**config.mk**
```make
export PLATFORM = sky130hd
export DESIGN_NAME = control_sequencer
export DESIGN_NICKNAME = d
export VERILOG_FILES = /design/src/rtl/control_sequencer.sv
export SDC_FILE = /design/constraint.sdc
export NUM_CORES = 1
export LEC_CHECK = 0
export CORE_MARGIN = 2
export CORE_UTILIZATION = 41
export DETAILED_ROUTE_END_ITERATION = 16
export GPL_ROUTABILITY_DRIVEN = 1
export PLACE_DENSITY = 0.72
export SYNTH_ARGS = -nofsm -noshare
export SYNTH_HDL_FRONTEND = slang
export SYNTH_SLANG_ARGS = --single-unit
```
**constraint.sdc**
```tcl
create_clock -name clk -period 1.8 [get_ports clk]
set_input_delay 0.36 -clock clk [delete_from_list [all_inputs] [get_ports clk]]
set_output_delay 0.36 -clock clk [all_outputs]
set_load 0.05 [all_outputs]
```
**src/rtl/control_sequencer.sv**
```systemverilog
// control_sequencer: fetch/decode/execute FSM driving bus select and datapath strobes
module control_sequencer #(
   parameter logic [2:0] SEL_IDLE = 3'd7
) (
   input  logic       clk,
   input  logic       reset,
   input  logic       run,
   input  logic [7:0] ir_data,
   input  logic       zero_flag,
   output logic [2:0] selector_line,
   output logic       mar_load,
   output logic       ir_load,
   output logic       pc_inc,
   output logic       pc_load,
   output logic       reg_write,
   output logic [1:0] reg_waddr,
   output logic [1:0] reg_raddr,
   output logic       mem_write,
   output logic       halted,
   output logic       instr_done
);
   localparam logic [2:0] SEL_GPR = 3'd0;
   localparam logic [2:0] SEL_PC  = 3'd1;
   localparam logic [2:0] SEL_MEM = 3'd4;
   typedef enum logic [2:0] {IDLE, F0, F1, DEC, E0, E1, E2, HALT} state_e;
   typedef enum logic [2:0] {NOP, LDI, LD, ST, MOV, JMP, JZ, HLT} op_e;
   state_e state_q, state_d;
   op_e    op_q, op_d;
   logic   take_q, take_d;
   logic   fin;
   logic   unused_rsvd;
   assign unused_rsvd = ir_data[4];
   // state, latched opcode and JZ decision; async reset drops all strobes at once
   always_ff @(posedge clk or posedge reset) begin
      if (reset) begin
         state_q <= IDLE;
         op_q    <= NOP;
         take_q  <= 1'b0;
      end else begin
         state_q <= state_d;
         op_q    <= op_d;
         take_q  <= take_d;
      end
   end
   // next state and Moore outputs; fin marks the last cycle of an instruction
   always_comb begin
      state_d       = state_q;
      op_d          = op_q;
      take_d        = take_q;
      selector_line = SEL_IDLE;
      mar_load      = 1'b0;
      ir_load       = 1'b0;
      pc_inc        = 1'b0;
      pc_load       = 1'b0;
      reg_write     = 1'b0;
      reg_waddr     = 2'd0;
      reg_raddr     = 2'd0;
      mem_write     = 1'b0;
      halted        = 1'b0;
      instr_done    = 1'b0;
      fin           = 1'b0;
      case (state_q)
         IDLE: state_d = run ? F0 : IDLE;
         F0: begin
            selector_line = SEL_PC;
            mar_load      = 1'b1;
            state_d       = F1;
         end
         F1: begin
            selector_line = SEL_MEM;
            ir_load       = 1'b1;
            pc_inc        = 1'b1;
            state_d       = DEC;
         end
         DEC: begin
            op_d   = op_e'(ir_data[7:5]);
            take_d = zero_flag;
            if (op_d == NOP) fin = 1'b1;
            else if (op_d == HLT) begin
               instr_done = 1'b1;
               state_d    = HALT;
            end else state_d = E0;
         end
         E0: begin
            state_d = E1;
            if (op_q == MOV) begin
               selector_line = SEL_GPR;
               reg_raddr     = ir_data[1:0];
               reg_write     = 1'b1;
               reg_waddr     = ir_data[3:2];
               fin           = 1'b1;
            end else if (op_q == JZ && !take_q) begin
               pc_inc = 1'b1;
               fin    = 1'b1;
            end else begin
               selector_line = SEL_PC;
               mar_load      = 1'b1;
            end
         end
         E1: begin
            selector_line = SEL_MEM;
            state_d       = E2;
            if (op_q == LDI) begin
               reg_write = 1'b1;
               reg_waddr = ir_data[3:2];
               pc_inc    = 1'b1;
               fin       = 1'b1;
            end else if (op_q == LD || op_q == ST) begin
               mar_load = 1'b1;
               pc_inc   = 1'b1;
            end else begin
               pc_load = 1'b1;
               fin     = 1'b1;
            end
         end
         E2: begin
            fin = 1'b1;
            if (op_q == ST) begin
               selector_line = SEL_GPR;
               reg_raddr     = ir_data[1:0];
               mem_write     = 1'b1;
            end else begin
               selector_line = SEL_MEM;
               reg_write     = 1'b1;
               reg_waddr     = ir_data[3:2];
            end
         end
         HALT: halted = 1'b1;
      endcase
      if (fin) begin
         instr_done = 1'b1;
         state_d    = run ? F0 : IDLE;
      end
   end
endmodule
```
After elaboration in Yosys (flattened, before gate mapping):

Index checks and enable logic that the tools add are counted.

* bits in registers: 7
* bits of input ports: 12
* output and inout bits: 15
* logic and storage cells: 69

* equal/unequal tests: 14
* muxes and demuxes: 44
* reduce and logical (&&, ||, !) cells: 8

Operators with widths (count)
* $mux 1: 25
* $eq 3x3->1 const B: 7
* $pmux 3 s6: 1
* $mux 3: 5
* $eq 3x2->1 const B: 4
* $mux 2: 6
* $pmux 3 s4: 1
* $pmux 1 s3: 3
* $reduce_bool 7->1: 1
* $eq 3x1->1 const B: 2
* $logic_not 3->1: 2
* $pmux 2 s3: 1
* $pmux 1 s4: 1
* $pmux 2 s2: 1
* $ne 3x3->1 const B: 1
* $reduce_and 2->1: 1
* $reduce_or 2->1: 1
* $logic_and 1x1->1: 1
* $logic_not 1->1: 1
* $logic_or 1x1->1: 1

Depth between registers and ports, before layout:

* depth in word-level cells: 7
* gate-level depth with buffers: 7
* gate-level depth less buffers: 6

Least setup slack after synthesis:

No wires, ideal clock.

* path kind: register to output
* start: register state_q[2]
* end: output selector_line[2]
* data arrival time: 2.409 ns
* data required time: 1.440 ns
* slack: -0.969 ns
* stages on the path, launching flop included: 5
* path buffers: 1
* cell sequence: dfrtp_1 > clkbuf_1 > nand2_1 > nor3_1 > a21oi_1

* cells in the longest elaborated chain, start to end: 3
* elaborated cells on any way between the ends: 7
* classes of those cells: eq/ne: 5; mux: 1; reduce/logical: 1

RTL lines
* start, declared: line 27 `state_e state_q, state_d;`
* start signal, assigned: line 40 `state_q <= state_d;`
* $eq 3x3->1 / $eq 3x2->1 (equally long branches): line 62 `case (state_q)`
* $reduce_or 2->1 (no source line)
* $pmux 3 s4 (*): line 62
* end, declared: line 10 `output logic [2:0] selector_line,`

Every way passes the cells marked *; elsewhere a longest branch is shown, timed or not.

Worst setup path after layout:

* start: register state_q[1]
* end: output mar_load

* cells in the longest elaborated chain, start to end: 2
* elaborated cells on any way between the ends: 4
* classes of those cells: eq/ne: 3; mux: 1

RTL lines
* $eq 3x3->1 / $eq 3x1->1 (equally long branches): line 62
* $pmux 1 s3 (*): line 62
* end, declared: line 11 `output logic mar_load,`

Marks and branches as above.

==> flow_metrics.py <==
metrics = {
    "run_status": {
        "run_status": "finished with violations",
        "violations": "setup timing",
    },
    "worst_hold_path": {
        "hold_class": "input port to asynchronous set/reset pin",
    },
    "worst_setup_path": {
        "startpoint_type": "flop",
        "rrSetupSlack_ns": 0.02,
        "arrival_ns": 1.76,
        "crit_type": "flop to output pin",
        "worstSetupEndpointType": "output pin",
        "crit_fanout": 5,
        "crit_chain": "or3b_4, o21ai_2, o211ai_1, a21oi_4, buf_12",
        "cp_slowest_stage_delay_ns": 0.44,
        "worstPathRequired_ns": 1.44,
        "slowest_stage": "or3b_4",
        "reg2regPathDepth": 6,
    },
    "finish": {
        "multi_input_area_um2": 820,
        "fin_cells": 193,
        "regArea_um2": 180,
        "drive_gt1_share_pct": 62.7,
        "syn_to_final_growth_pct": 112,
        "fill_cells": 73,
        "post-route-util_pct": 91.4,
        "final_nets": 180,
        "diodes": 0,
    },
    "clock_tree": {
        "cts_buffers": 3,
        "tritoncts": "built",
        "worstSkewPairLatency_ns": 0.25,
        "holdBufCountCts": 0,
        "cts.sinks": 7,
        "cts-root-buf": "clkbuf_4",
        "clkTransAtPathRegs_ns": 0.05,
        "cts_buffer_depth": 2,
        "h-tree-depth": 1,
    },
    "die": {
        "die_h_um": 49.2,
        "initial_core_util_pct": 43.2,
        "dieArea_um2": 2420,
        "ios": 27,
        "rows": 16,
        "core_um2": 1940,
        "dieWidth_um": 49.2,
    },
    "synth": {
        "yosysSeqAreaShare_pct": 20.9,
        "ys_types": 42,
        "yosys_warnings": 0,
        "syn_area_per_cell_um2": 7.55,
        "postSynthCellCount": 111,
        "synth_fp_nets": 124,
        "ys_ff_latch": 7,
        "synth_area_leaders": "dfrtp_1, nand2_1, nor2_1",
        "syn_area_um2": 838,
        "synth_top_cell_area_share_pct": 20.9,
        "synth_area_leader_cell": "dfrtp_1",
    },
    "global_routing": {
        "antenna_found_initial": 0,
        "grt_max_degree": 17,
        "grt_pass1_vias": 1130,
        "grt_util_all_layers_pct": 27.0,
        "grt.overflow.total": 0,
        "grt_pass1_wl_um": 5180,
    },
    "job": {
        "cap_violations": 0,
    },
    "timing": {
        "setup_violations": 11,
        "slew_headroom_pct": 73.2,
        "layout_min_cycle_time_ns": 2.12,
        "whs_ns": 0.347,
        "clock_skew_ns": 0.00196,
        "period_share_pct": 118,
        "tightest_slew_ns": 0.399,
        "setup_ws_ns": -0.325,
        "fin_setup_tns_ns": -2.28,
        "final_hold_viol_count": 0,
        "fmax_mhz": 471,
        "slew_violations": 0,
        "grt_setup_unrepaired": "yes",
    },
    "placement": {
        "port-buffer-count": 25,
        "preCtsSetupSlack_ns": -0.105,
        "gp_congestion": 0.865,
        "dp_cells": 182,
        "dp.final_hpwl_um": 2020,
    },
    "detailed_routing": {
        "routed_via_density": 5.73,
        "wire_per_inst_um": 18.3,
        "wirelength_um": 3520,
        "via_count": 1106,
        "first_pass_iters": 4,
        "antenna_left": 0,
        "drc": 0,
        "drtIter0Drc": 22,
    },
    "power_and_ir_drop": {
        "powerDensity_nw_per_um2": 2020,
        "p_leak_uw": 0.000763,
        "vdd_drop_max_mv": 1.61,
    },
}
## kinds of logic (layout without fill, tap and decap cells)
kind of cell | count (synthesis) | in the layout | synth area share [%]
buf+inv | 13 | 68 | 8.51
flops | 7 | 7 | 20.9
compound gates | 27 | 27 | 23.9
fa+ha+maj | 1 | 1 | 1.49
mux | 3 | 3 | 4.03
simple gates | 60 | 60 | 41.2
## layout by cell type, fill, tap and decap left out, types with 4 or more instances in the layout
| cell | n |
|---|---|
| buf_6 | 6 |
| clkdlybuf4s50_1 | 10 |
| nand2_1 | 10 |
| nor2_4 | 4 |
| dfrtp_2 | 4 |
| buf_12 | 16 |
| inv_1 | 4 |
| nand2b_4 | 5 |
| buf_4 | 25 |
| nor2_1 | 8 |
| a21oi_1 | 4 |
## stage by stage
step	area, um^2	power [uW]
6_report	1780	3590
5_1_grt	1780	3770
4_1_cts	1660	3190
3_5_place_dp	1500	2750
3_3_place_gp	1500	2690
2_1_floorplan	918	1760
## where the power goes
| part | internal [uW] | total (uW) | leakage [uW] | switching, uW |
|---|---|---|---|---|
| Combinational | 1510 | 3080 | 0.000667 | 1570 |
| Clock | 84.3 | 138 | 0.0000150 | 53.3 |
| Sequential | 246 | 371 | 0.0000811 | 125 |
## final cells by class
| cell class | count | area share (%) |
|---|---|---|
| multi-input cells | 91 | 46.2 |
| repair buffers | 58 | 38.9 |
| flip-flops and latches | 7 | 10.1 |
| well taps | 27 | 1.90 |
| clock buffers | 4 | 1.48 |
| inverters | 6 | 1.41 |
## flip-flops by register name, summed over array words and instances, names as in the netlist
name and count:
op_q 3, state_q 3, take_q 1
## path summary, 6_finish.rpt
check	start	end
hold reg to reg	take_q	take_q
setup / recovery	state_q[1]	mar_load
min in group clk	take_q	take_q
max in group asynchronous	reset	state_q[0]
setup reg to reg	state_q[2]	state_q[0]
hold / removal	reset	take_q
## layer usage
metal  GRT usage (%)  wire, um  up-vias
met2            51.4      1830       55
met1            28.1      1470      542
li1                -         -      501
met5               0         0        -
met4            13.3        63        0
met3            4.29       164        8
## synth_stat cells (all sizes together)
cell,instances
nand4bb,1
a2bb2oi,1
and3,1
ha,1
o311ai,1
nand2b,6
nor2,14
nand2,14
a211oi,1
a41oi,1
or2,2
dfrtp,7
o2bb2ai,1
and3b,2
o311a,1
nor2b,4
or3b,2
clkbuf,2
a22oi,1
a211o,1
mux2,3
o31ai,1
nand3,2
and4bb,1
buf,5
o211ai,2
a21o,1
a21bo,1
a21oi,7
o21ai,7
nor3,6
nor3b,1
and2,3
inv,6
or2b,1
## critical path: cells and delay by family (launching register included)
kind / cells / cell delay, ns
AOI/OAI and AO/OA: 3 / 0.50
buffers and inverters: 1 / 0.15
and+or+nand+nor: 1 / 0.44
DFF: 1 / 0.43
## timing repair
| action | CTS | global route |
|---|---|---|
| pin swaps | 7 | 7 |
| resized for setup | 32 | 20 |
| setup buffers | 4 | 3 |
| endpoints found under the setup margin | 14 | 15 |
Power figures use the tool's default switching activity.
